File: config.mk
export PLATFORM = sky130hd
export DESIGN_NAME = multicycle_control_flat
export DESIGN_NICKNAME = d
export VERILOG_FILES = /design/src/rtl/mips_pkg.sv /design/src/rtl/multicycle_control_if.sv /design/src/rtl/multicycle_out_decode.sv /design/src/rtl/multicycle_control.sv /design/src/flat_wrapper.sv
export SDC_FILE = /design/constraint.sdc
export NUM_CORES = 1
export LEC_CHECK = 0
export ABC_AREA = 1
export BUFFER_PORTS_ARGS = -buffer_cell sky130_fd_sc_hd__buf_4
export CAP_MARGIN = 5
export CORE_UTILIZATION = 40
export CTS_CLUSTER_SIZE = 20
export DETAILED_ROUTE_END_ITERATION = 8
export PLACE_DENSITY = 0.7
export SLEW_MARGIN = 0
export SYNTH_ARGS = -nofsm -noshare
export SYNTH_HDL_FRONTEND = slang
export SYNTH_SLANG_ARGS = --single-unit
File: constraint.sdc
create_clock -name clk -period 2.64 [get_ports clk]
set_input_delay 0.528 -clock clk [delete_from_list [all_inputs] [get_ports clk]]
set_output_delay 0.528 -clock clk [all_outputs]
set_load 0.02 [all_outputs]
File: src/rtl/mips_pkg.sv
// Shared encodings for the multicycle MIPS control path: opcodes, FSM
// states, ALUOp codes, mux select codes and the per-state control word.
package mips_pkg;

  // Instr[31:26] values the controller understands
  localparam logic [5:0] OP_RTYPE = 6'b000000;
  localparam logic [5:0] OP_LW    = 6'b100011;
  localparam logic [5:0] OP_SW    = 6'b101011;
  localparam logic [5:0] OP_BEQ   = 6'b000100;
  localparam logic [5:0] OP_ADDI  = 6'b001000;
  localparam logic [5:0] OP_J     = 6'b000010;

  // Main FSM states; codes 12-15 are unused and recover to FETCH
  typedef enum logic [3:0] {
    S_FETCH   = 4'd0,
    S_DECODE  = 4'd1,
    S_MEMADR  = 4'd2,
    S_MEMRD   = 4'd3,
    S_MEMWB   = 4'd4,
    S_MEMWR   = 4'd5,
    S_RTYPEEX = 4'd6,
    S_RTYPEWB = 4'd7,
    S_BEQEX   = 4'd8,
    S_ADDIEX  = 4'd9,
    S_ADDIWB  = 4'd10,
    S_JEX     = 4'd11
  } state_t;

  // ALUOp codes consumed by the downstream ALU control decoder
  localparam logic [1:0] ALUOP_ADD   = 2'b00;
  localparam logic [1:0] ALUOP_SUB   = 2'b01;
  localparam logic [1:0] ALUOP_FUNCT = 2'b10;

  // ALU B operand select
  localparam logic [1:0] SRCB_REG    = 2'b00;
  localparam logic [1:0] SRCB_FOUR   = 2'b01;
  localparam logic [1:0] SRCB_IMM    = 2'b10;
  localparam logic [1:0] SRCB_IMM_SH = 2'b11;

  // Next-PC select
  localparam logic [1:0] PCSRC_ALU    = 2'b00;
  localparam logic [1:0] PCSRC_ALUOUT = 2'b01;
  localparam logic [1:0] PCSRC_JUMP   = 2'b10;

  // Control word produced for each state; pc_write and branch are later
  // combined with the ALU zero flag into the PC enable
  typedef struct packed {
    logic       iord;
    logic       mem_write;
    logic       ir_write;
    logic       reg_dst;
    logic       memto_reg;
    logic       reg_write;
    logic       alu_src_a;
    logic [1:0] alu_src_b;
    logic [1:0] alu_op;
    logic [1:0] pc_src;
    logic       pc_write;
    logic       branch;
    logic       instr_done;
  } ctrl_t;

  localparam ctrl_t CTRL_IDLE = '0;

  // True for every opcode that has an execute path in the FSM
  function automatic logic is_supported(input logic [5:0] op);
    return (op == OP_RTYPE) || (op == OP_LW) || (op == OP_SW) ||
           (op == OP_BEQ)   || (op == OP_ADDI) || (op == OP_J);
  endfunction

endpackage

File: src/rtl/multicycle_control_if.sv
// Bundle between the main control FSM and the multicycle datapath.
// master = controller side, slave = datapath side.
interface multicycle_control_if;

  logic [5:0] opcode;
  logic       zero;
  logic       IorD;
  logic       MemWrite;
  logic       IRWrite;
  logic       RegDst;
  logic       MemtoReg;
  logic       RegWrite;
  logic       ALUSrcA;
  logic [1:0] ALUSrcB;
  logic [1:0] ALUOp;
  logic [1:0] PCSrc;
  logic       PCEn;
  logic       instr_done;
  logic       illegal_op;
  logic [3:0] state;

  modport master (
    input  opcode, zero,
    output IorD, MemWrite, IRWrite, RegDst, MemtoReg, RegWrite,
           ALUSrcA, ALUSrcB, ALUOp, PCSrc, PCEn,
           instr_done, illegal_op, state
  );

  modport slave (
    output opcode, zero,
    input  IorD, MemWrite, IRWrite, RegDst, MemtoReg, RegWrite,
           ALUSrcA, ALUSrcB, ALUOp, PCSrc, PCEn,
           instr_done, illegal_op, state
  );

endinterface

File: src/rtl/multicycle_out_decode.sv
// Moore output decoder: maps the current FSM state to its control word.
// Purely combinational; anything not set for a state stays 0.
module multicycle_out_decode
  import mips_pkg::*;
(
  input  state_t state,
  output ctrl_t  ctrl
);

  // Per-state control word, starting from all-zero
  always_comb begin
    ctrl = CTRL_IDLE;
    case (state)
      S_FETCH: begin
        ctrl.ir_write  = 1'b1;
        ctrl.pc_write  = 1'b1;
        ctrl.alu_src_b = SRCB_FOUR;
      end
      S_DECODE: begin
        // ALU precomputes the branch target while the opcode is decoded
        ctrl.alu_src_b = SRCB_IMM_SH;
      end
      S_MEMADR: begin
        ctrl.alu_src_a = 1'b1;
        ctrl.alu_src_b = SRCB_IMM;
      end
      S_MEMRD: begin
        ctrl.iord = 1'b1;
      end
      S_MEMWB: begin
        ctrl.memto_reg  = 1'b1;
        ctrl.reg_write  = 1'b1;
        ctrl.instr_done = 1'b1;
      end
      S_MEMWR: begin
        ctrl.iord       = 1'b1;
        ctrl.mem_write  = 1'b1;
        ctrl.instr_done = 1'b1;
      end
      S_RTYPEEX: begin
        ctrl.alu_src_a = 1'b1;
        ctrl.alu_op    = ALUOP_FUNCT;
      end
      S_RTYPEWB: begin
        ctrl.reg_dst    = 1'b1;
        ctrl.reg_write  = 1'b1;
        ctrl.instr_done = 1'b1;
      end
      S_BEQEX: begin
        ctrl.alu_src_a  = 1'b1;
        ctrl.alu_op     = ALUOP_SUB;
        ctrl.pc_src     = PCSRC_ALUOUT;
        ctrl.branch     = 1'b1;
        ctrl.instr_done = 1'b1;
      end
      S_ADDIEX: begin
        ctrl.alu_src_a = 1'b1;
        ctrl.alu_src_b = SRCB_IMM;
      end
      S_ADDIWB: begin
        ctrl.reg_write  = 1'b1;
        ctrl.instr_done = 1'b1;
      end
      S_JEX: begin
        ctrl.pc_src     = PCSRC_JUMP;
        ctrl.pc_write   = 1'b1;
        ctrl.instr_done = 1'b1;
      end
      default: ctrl = CTRL_IDLE;
    endcase
  end

endmodule

File: src/rtl/multicycle_control.sv
// Main control FSM of the multicycle MIPS datapath. Holds the state
// register and next-state logic; the per-state control word comes from
// multicycle_out_decode. Reset masks every output combinationally so no
// write enable can fire in a reset cycle, whatever state is held.
module multicycle_control
  import mips_pkg::*;
(
  input logic                  clk,
  input logic                  reset,
  multicycle_control_if.master bus
);

  state_t state_reg;
  state_t state_next;
  logic   illegal_next;
  ctrl_t  ctrl_raw;
  ctrl_t  ctrl_out;
  logic   pc_en;
  logic   illegal_out;

  // State register; reset returns to FETCH on the next edge
  always_ff @(posedge clk) begin
    if (reset) begin
      state_reg <= S_FETCH;
    end else begin
      state_reg <= state_next;
    end
  end

  // Next-state selection; opcode is consulted in DECODE and MEMADR only
  always_comb begin
    state_next   = S_FETCH;
    illegal_next = 1'b0;
    case (state_reg)
      S_FETCH: state_next = S_DECODE;
      S_DECODE: begin
        case (bus.opcode)
          OP_LW, OP_SW: state_next = S_MEMADR;
          OP_RTYPE:     state_next = S_RTYPEEX;
          OP_BEQ:       state_next = S_BEQEX;
          OP_ADDI:      state_next = S_ADDIEX;
          OP_J:         state_next = S_JEX;
          default:      state_next = S_FETCH;
        endcase
        illegal_next = !is_supported(bus.opcode);
      end
      S_MEMADR:  state_next = (bus.opcode == OP_SW) ? S_MEMWR : S_MEMRD;
      S_MEMRD:   state_next = S_MEMWB;
      S_RTYPEEX: state_next = S_RTYPEWB;
      S_ADDIEX:  state_next = S_ADDIWB;
      default:   state_next = S_FETCH;
    endcase
  end

  multicycle_out_decode u_out_decode (
    .state (state_reg),
    .ctrl  (ctrl_raw)
  );

  // Reset masking and PC enable; zero reaches PCEn without a register
  always_comb begin
    ctrl_out    = CTRL_IDLE;
    pc_en       = 1'b0;
    illegal_out = 1'b0;
    if (!reset) begin
      ctrl_out    = ctrl_raw;
      pc_en       = ctrl_raw.pc_write | (ctrl_raw.branch & bus.zero);
      illegal_out = illegal_next;
    end
  end

  assign bus.IorD       = ctrl_out.iord;
  assign bus.MemWrite   = ctrl_out.mem_write;
  assign bus.IRWrite    = ctrl_out.ir_write;
  assign bus.RegDst     = ctrl_out.reg_dst;
  assign bus.MemtoReg   = ctrl_out.memto_reg;
  assign bus.RegWrite   = ctrl_out.reg_write;
  assign bus.ALUSrcA    = ctrl_out.alu_src_a;
  assign bus.ALUSrcB    = ctrl_out.alu_src_b;
  assign bus.ALUOp      = ctrl_out.alu_op;
  assign bus.PCSrc      = ctrl_out.pc_src;
  assign bus.PCEn       = pc_en;
  assign bus.instr_done = ctrl_out.instr_done;
  assign bus.illegal_op = illegal_out;
  assign bus.state      = state_reg;

endmodule

File: src/flat_wrapper.sv
// flat-port wrapper written by rule: the top's interface ports become plain ports
module multicycle_control_flat import mips_pkg::*;
  (clk, reset, bus_opcode, bus_zero, bus_IorD, bus_MemWrite, bus_IRWrite, bus_RegDst, bus_MemtoReg, bus_RegWrite, bus_ALUSrcA, bus_ALUSrcB, bus_ALUOp, bus_PCSrc, bus_PCEn, bus_instr_done, bus_illegal_op, bus_state);
  multicycle_control_if bus_i ();
  input logic clk;
  input logic reset;
  input wire logic [$bits(bus_i.opcode)-1:0] bus_opcode;
  input wire logic [$bits(bus_i.zero)-1:0] bus_zero;
  output wire logic [$bits(bus_i.IorD)-1:0] bus_IorD;
  output wire logic [$bits(bus_i.MemWrite)-1:0] bus_MemWrite;
  output wire logic [$bits(bus_i.IRWrite)-1:0] bus_IRWrite;
  output wire logic [$bits(bus_i.RegDst)-1:0] bus_RegDst;
  output wire logic [$bits(bus_i.MemtoReg)-1:0] bus_MemtoReg;
  output wire logic [$bits(bus_i.RegWrite)-1:0] bus_RegWrite;
  output wire logic [$bits(bus_i.ALUSrcA)-1:0] bus_ALUSrcA;
  output wire logic [$bits(bus_i.ALUSrcB)-1:0] bus_ALUSrcB;
  output wire logic [$bits(bus_i.ALUOp)-1:0] bus_ALUOp;
  output wire logic [$bits(bus_i.PCSrc)-1:0] bus_PCSrc;
  output wire logic [$bits(bus_i.PCEn)-1:0] bus_PCEn;
  output wire logic [$bits(bus_i.instr_done)-1:0] bus_instr_done;
  output wire logic [$bits(bus_i.illegal_op)-1:0] bus_illegal_op;
  output wire logic [$bits(bus_i.state)-1:0] bus_state;
  assign bus_i.opcode = bus_opcode;
  assign bus_i.zero = bus_zero;
  assign bus_IorD = bus_i.IorD;
  assign bus_MemWrite = bus_i.MemWrite;
  assign bus_IRWrite = bus_i.IRWrite;
  assign bus_RegDst = bus_i.RegDst;
  assign bus_MemtoReg = bus_i.MemtoReg;
  assign bus_RegWrite = bus_i.RegWrite;
  assign bus_ALUSrcA = bus_i.ALUSrcA;
  assign bus_ALUSrcB = bus_i.ALUSrcB;
  assign bus_ALUOp = bus_i.ALUOp;
  assign bus_PCSrc = bus_i.PCSrc;
  assign bus_PCEn = bus_i.PCEn;
  assign bus_instr_done = bus_i.instr_done;
  assign bus_illegal_op = bus_i.illegal_op;
  assign bus_state = bus_i.state;
  multicycle_control u_core (.clk(clk), .reset(reset), .bus(bus_i));
endmodule
== Yosys cells after proc, flatten, opt, wreduce, memory -nomap -nowiden ==
Cells that the tools add are included.
Widths: inputs -> output; s select.
Cells by class
  multiplexer cells: 20
  bitwise logic cells: 2
  reduce and logical (&&, ||, !) cells: 15
  equality and inequality tests: 16
Operator list (number)
  $pmux 4 s6: 1
  $pmux 4 s5: 1
  $eq 4x3->1 const B: 4
  $eq 4x4->1 const B: 4
  $mux 16: 1
  $mux 1: 13
  $eq 6x6->1 const B: 2
  $eq 4x2->1 const B: 2
  $pmux 2 s2: 2
  $reduce_or 2->1: 4
  $eq 6x2->1 const B: 1
  $eq 6x3->1 const B: 1
  $eq 6x4->1 const B: 1
  $logic_not 6->1: 1
  $pmux 2 s3: 1
  $reduce_or 6->1: 1
  $logic_or 1x1->1: 5
  $eq 4x1->1 const B: 1
  $logic_not 4->1: 1
  $reduce_or 4->1: 1
  $mux 3: 1
  $reduce_or 3->1: 1
  $and 1x1->1: 1
  $logic_not 1->1: 1
  $or 1x1->1: 1
Storage, ports and cells
  flip-flop bits (word level): 4
  input bits: 9
  logic and storage cells: 54

== Depth between registers and ports, before layout ==
Gate-level depths: netlist (run 1).
  depth after elaboration: 9
  mapped depth: 8
  depth with buffers taken out: 8

== Modules after synthesis ==
Synthesis (run 1) repeated with hierarchy kept, for this count alone.
Second synthesis, totals
  cells, all modules: 132
  area total of the unflattened synthesis: 664.4 sq um
Modules (own cells, without submodules)
  multicycle_control: cells an instance 92, instances 1, area an instance 480.5 sq um
  multicycle_out_decode: cells an instance 40, instances 1, area an instance 183.9 sq um

== Least setup slack after synthesis (run 1) ==
OpenSTA, ideal clock, no wires.
  path kind: reg2out
  from: reg u_core.state_reg[3] (netlist: u_core.bus.state[3])
  to: out bus_PCSrc[1]
  setup slack: 833 ps
  stages on the path, launching flop included: 5
  required time: 2112 ps
  path buffers: 0
  arrival: 1279 ps
  cell sequence: dfxtp_1 inv_2 nor2_4 inv_1 nor3_1
Between the ends
  cells in the longest elaborated chain, start to end: 3
  elaborated cells on any way between the ends: 4
  those cells by class: 2 x eq/ne; 2 x mux
Ends and longest elaborated chain
  start: declaration: RTL line multicycle_control.sv:13  | state_t state_reg;
  start signal: assignment: RTL line multicycle_control.sv:26  | state_reg <= state_next;
  $eq 4x4->1: RTL line multicycle_out_decode.sv:13  | case (state)
  $pmux 2 s2 (*): RTL line multicycle_out_decode.sv:13
  $mux 16 (*): RTL line multicycle_control.sv:65  | if (!reset) begin
  end: declaration: RTL line flat_wrapper.sv:18  | output wire logic [$bits(bus_i.PCSrc)-1:0] bus_PCSrc;
Every way passes the cells marked *; elsewhere a longest branch is shown, timed or not.

== Final worst setup path (run 1) ==
  from: reg u_core.state_reg[1] (netlist: u_core.bus.state[1])
  to: out bus_ALUSrcA
Between the ends
  cells in the longest elaborated chain, start to end: 4
  elaborated cells on any way between the ends: 7
  those cells by class: 4 x eq/ne; 2 x mux; 1 x reduce/logical
Ends and longest elaborated chain
  $eq 4x4->1 (tied with other cells): RTL line multicycle_out_decode.sv:13
  $reduce_or 4->1 (no source line) (*)
  $mux 1 (*): RTL line multicycle_out_decode.sv:13
  $mux 16 (*): RTL line multicycle_control.sv:65
  end: declaration: RTL line flat_wrapper.sv:15  | output wire logic [$bits(bus_i.ALUSrcA)-1:0] bus_ALUSrcA;
Marked as above.

==> results.yml, run 1 <==
run_status:
  status: "completed"
synth:
  synthesis.area_um2: 547
  ys_top_cells_by_area: "dfxtp_1, nor2_1, nand2_1, nand3_1, inv_1"
  synthesis.nets: 109
  synth_area_leader_cell: "dfxtp_1"
  ys_ff_latch: 4
  postSynthAreaPerCell_um2: 5.47
  synth_warnings: 0
  seq_area_frac_synth_pct: 14.6
  syn_inst: 100
  synthDistinctLibCells: 21
  synth_top_area_share_pct: 14.6
floorplan:
  initial_core_util_pct: 46.1
  pin_count: 29
  die_w_um: 39.0
  fp.dieH_um: 39.0
  die_area_um2: 1520
  core-area_um2: 1190
  rows: 12
worst_setup_path:
  worstPathCellList: "inv_2 -> nor2_2 -> nand2_2 -> nand2_1 -> o21ai_1 -> nand2_1 -> buf_4"
  worstPathMaxFanout: 8
  critPathMaxStageDelay_ns: 0.50
  path_class: "flop to primary output"
  critPathSlowestCell: "dfxtp_1"
  cp.required_ns: 2.11
  cp_data_arrival_time_ns: 1.40
  worstSetupStartpointType: "flop"
  critPathCaptureType: "primary output"
  timing.critical_path.mode_cell: "nand2_1"
hold_path:
  hold_class: "input pin to flop"
global_route:
  antenna_found_initial: 0
  grt_usage_pct: 21.1
  grt_pass1_wl_um: 2280
  use_met3_pct: 0
  grt-ovfl-total: 0
  met2_usage_pct: 41.7
  grt_use_met1_pct: 24.6
  top_usage_layer: "met2"
  grt_max_degree: 16
  grt_pass1_vias: 590
sta:
  fin_crit_ns: 1.93
  fin_crit_sh_pct: 72.9
  hold_viol_final: 0
  drv_slew: 0
  worstMarginPinSlew_ns: 0.331
  setup-tns-final_ns: 0
  finalSetupViolCount: 0
  fin_ws_ns: 0.715
  rsz0062_at_grt: "false"
  slew_headroom_pct: 77.9
  fin_skew_ns: 0.00100
  fmax_mhz: 519
  hold-worst-slack_ns: 0.587
cells_and_area:
  largest_reg_flops: 4
  diodes: 0
  fin_nets: 141
  drive_gt1_share_pct: 39.2
  area_delta_synth_final_pct: 45.1
  finalInstanceArea_um2: 793
power_and_ir_drop:
  swShare_pct: 31.6
  pwr-share-comb_pct: 34.1
  internal_power_uw: 142
  p_per_area_nw_per_um2: 261
  seqPwrFrac_pct: 32.2
  power_frac_clock_pct: 33.7
  switchingPower_uw: 65.4
  leakage_uw: 0.000431
  total_power_uw: 207
  ir_drop_v: 0.000306
clock_network:
  cts.clk_slew.worst_paths_ns: 0.03
  cts_setup_buffers: 0
  cts_tree: "yes"
  cts_resized: 0
  cts_sinks: 4
  cts_max_path_buffers: 2
  htree_levels: 1
  cts_inserted_buffers: 3
  clock_latency_ns: 0.22
  clock-root-buffer: "clkbuf_4"
  cts_hold_buf: 0
placed_design:
  hpwl_um: 1240
  gp_congestion: 0.844
  place_area_um2: 771
  place.port_buffers: 28
  pre_cts_slack_ns: 0.756
job:
  maxCapViolCount: 0
drt:
  drt_iter0_markers: 29
  ant_nets: 0
  wl_um: 1480
  drc: 0
  via_count: 722
  viasPerCell: 5.01
  wl_per_cell_um: 10.3
  drt-pass1-iter-count: 4
synthesized netlist by cell type (all sizes together):
cell / number
nor2: 28
nand2: 22
inv: 16
nand3: 12
a21oi: 5
dfxtp: 4
nand4: 3
o21ai: 3
nor3: 2
a22oi: 1
a31oi: 1
clkbuf: 1
clkinv: 1
nor4: 1
power by group through the flow:
stage / clock network (uW) / logic [uW] / registers [uW]
2_1_floorplan: 0 / 38.4 / 68.9
3_3_place_gp: 0 / 69.3 / 67.6
3_5_place_dp: 0 / 70.1 / 67.5
4_1_cts: 71.3 / 70.4 / 66.6
5_1_grt: 75.3 / 77.5 / 67.0
6_report: 69.7 / 70.6 / 66.7
critical path: cells and delay by family, from the launching register on:
| family | cells | cell delay [ns] |
|---|---|---|
| simple gates | 4 | 0.38 |
| buf+inv | 2 | 0.22 |
| compound gates | 1 | 0.07 |
| flops | 1 | 0.50 |
path summary, 6_finish.rpt:
kind | from | endpoint | slack (ns) | depth (start not counted)
setup / recovery | u_core.bus.state[1] | bus_ALUSrcA | 0.71 | 7
hold / removal | reset | u_core.bus.state[1] | 0.59 | 2
setup reg to reg | u_core.bus.state[0] | u_core.bus.state[2] | 1.47 | 6
hold reg to reg | u_core.bus.state[2] | u_core.bus.state[3] | 0.70 | 3
stage by stage:
stage | utilization (%) | instances
after detailed placement | 65.0 | 141
after global placement | 65.0 | 141
after CTS | 66.9 | 144
after global routing | 66.9 | 144
after floorplan | - | 100
final | 66.9 | 144
cell type report:
| type | instances | area, um2 |
|---|---|---|
| clock buffer | 3 | 22.5 |
| fill | 120 | 393 |
| inverter | 17 | 63.8 |
| multi-input combinational | 78 | 399 |
| sequential | 4 | 80.1 |
| tap | 14 | 17.5 |
| timing repair buffer | 28 | 210 |
routing by layer:
metal  part of all wire (%)  vias up  wire length, um
li1                       -      380                -
met1                     48      312              707
met4                      0        0                0
met5                      0        -                0
met2                     47       30              704
met3                    4.9        0               72
logic make-up after synthesis:
family	count (synthesis)	synth area share, %
buffers and inverters	18	12.4
flip-flops	4	14.6
AO/OA/AOI/OAI	10	11.2
AND/OR/NAND/NOR	68	61.8
placed cells by master (no fill, tap or decap), types with 2 or more instances in the layout:
cell / Yosys / layout
nand3_1: 11 / 11
clkbuf_4: 0 / 3
a21oi_2: 2 / 2
a21oi_1: 3 / 3
dfxtp_1: 4 / 4
nor2_2: 4 / 4
nand2_2: 4 / 4
nor3_1: 2 / 2
nor2_4: 3 / 3
nand4_1: 3 / 3
inv_1: 11 / 11
buf_4: 0 / 28
nand2_1: 17 / 17
nor2_1: 21 / 21
inv_2: 5 / 5
o21ai_1: 3 / 3
No activity file was read; power rests on OpenSTA's default activity.
==> run 2: changes to the inputs <==
clock period = 1.9 ns   (was 2.64 ns; I/O delays follow)
==> results.yml, run 2 (synthesized netlist as in run 1, its figures left out) <==
worst_setup_path:
  critPathSlowestCell: "dfxtp_1"
  path_class: "flop to primary output"
  worstPathCellList: "inv_2 -> nor2_2 -> nand2_2 -> nand2_1 -> o21ai_1 -> nand2_1 -> buf_4"
  critPathMaxStageDelay_ns: 0.51
  worstPathMaxFanout: 8
  timing.critical_path.mode_cell: "nand2_1"
  cp.required_ns: 1.52
  critPathCaptureType: "primary output"
  cp_data_arrival_time_ns: 1.41
  crit_family: "flip-flops"
  worstSetupStartpointType: "flop"
  crit_buf_inv: 2
sta:
  rsz0062_at_grt: "false"
  slew_headroom_pct: 77.2
  fmax_mhz: 559
  worstMarginPinSlew_ns: 0.341
  fin_skew_ns: 0.000242
  setup-tns-final_ns: 0
  drv_slew: 0
  fin_crit_ns: 1.79
  finalSetupViolCount: 0
  fin_crit_sh_pct: 94.2
  hold_viol_final: 0
clock_network:
  cts_resized: 0
  htree_levels: 1
  cts_tree: "yes"
  clock_latency_ns: 0.22
  cts_inserted_buffers: 3
  clock-root-buffer: "clkbuf_4"
  cts_hold_buf: 0
  cts_sinks: 4
  cts_max_path_buffers: 2
  cts.clk_slew.worst_paths_ns: 0.03
  cts_setup_buffers: 0
cells_and_area:
  seqCellArea_um2: 80.1
  area_delta_synth_final_pct: 45.1
  num-fill-cells: 129
  final_common_cell: "buf_4"
  diodes: 0
  largest_reg_flops: 4
  multi_input_comb_area_um2: 399
  final_cells: 144
  drive_gt1_share_pct: 39.2
  final_cell_mix: "buf_4, nor2_1, nand2_1"
  fin_nets: 141
power_and_ir_drop:
  ir_drop_v: 0.000444
  p_per_area_nw_per_um2: 363
  leakage_uw: 0.000431
floorplan:
  die_w_um: 39.0
  pin_count: 29
  fp.dieH_um: 39.0
  die_area_um2: 1520
  initial_core_util_pct: 46.1
  core-area_um2: 1190
  rows: 12
run_status:
  status: "completed"
global_route:
  grt_usage_pct: 21.1
  grt_pass1_wl_um: 2270
  grt_max_degree: 16
  antenna_found_initial: 0
  grt-ovfl-total: 0
  grt_pass1_vias: 588
hold_path:
  hold_class: "input pin to flop"
drt:
  wl_per_cell_um: 10.4
  wl_um: 1490
  drt-pass1-iter-count: 4
  viasPerCell: 5.06
  ant_nets: 0
  drc: 0
  drt_iter0_markers: 12
  via_count: 729
placed_design:
  hpwl_um: 1240
  gp_congestion: 0.844
  place.port_buffers: 28
  dp.cells: 141
job:
  maxCapViolCount: 0
[run 2: cell counts in the layout (fill, tap and decap cells not counted)]
Identical to the previous run, type by type.
[run 2: stage by stage]
step	util [%]	worst slack [ns]	cell area (um2)	total power (uW)	hold slack (ns)
after global routing	66.9	0.0121	793	309	0.438
final	66.9	0.111	793	288	0.436
after floorplan	-	0.241	547	149	0.591
after detailed placement	65.0	0.318	771	191	0.663
after CTS	66.9	0.120	793	293	0.425
after global placement	65.0	0.330	771	190	0.654
[run 2: where the power goes]
part	leakage, uW	internal, uW	switching, uW
Combinational	0.000385	39.7	58.2
Clock	0.0000138	70.2	27.4
Sequential	0.0000326	87.0	5.57
[run 2: path summary, 6_finish.rpt]
check	cells after the start	startpoint	slack, ns	end
worst min-delay path	2	reset	0.44	u_core.bus.state[1]
worst min register to register	3	u_core.bus.state[2]	0.70	u_core.bus.state[3]
worst max register to register	6	u_core.bus.state[1]	0.73	u_core.bus.state[2]
worst max-delay path	7	u_core.bus.state[1]	0.11	bus_ALUSrcA
[run 2: metal layers]
metal | wire [um] | vias up | global-route usage, %
met4 | 0 | 0 | 5.17
met2 | 731 | 26 | 40.4
met1 | 690 | 316 | 24.1
li1 | - | 387 | -
met3 | 70 | 0 | 2.31
met5 | 0 | - | 0
[run 2: cell type report]
type | instances | area share [%]
multi-input combinational | 78 | 50.3
timing repair buffer | 28 | 26.5
sequential | 4 | 10.1
inverter | 17 | 8.04
clock buffer | 3 | 2.84
tap | 14 | 2.21
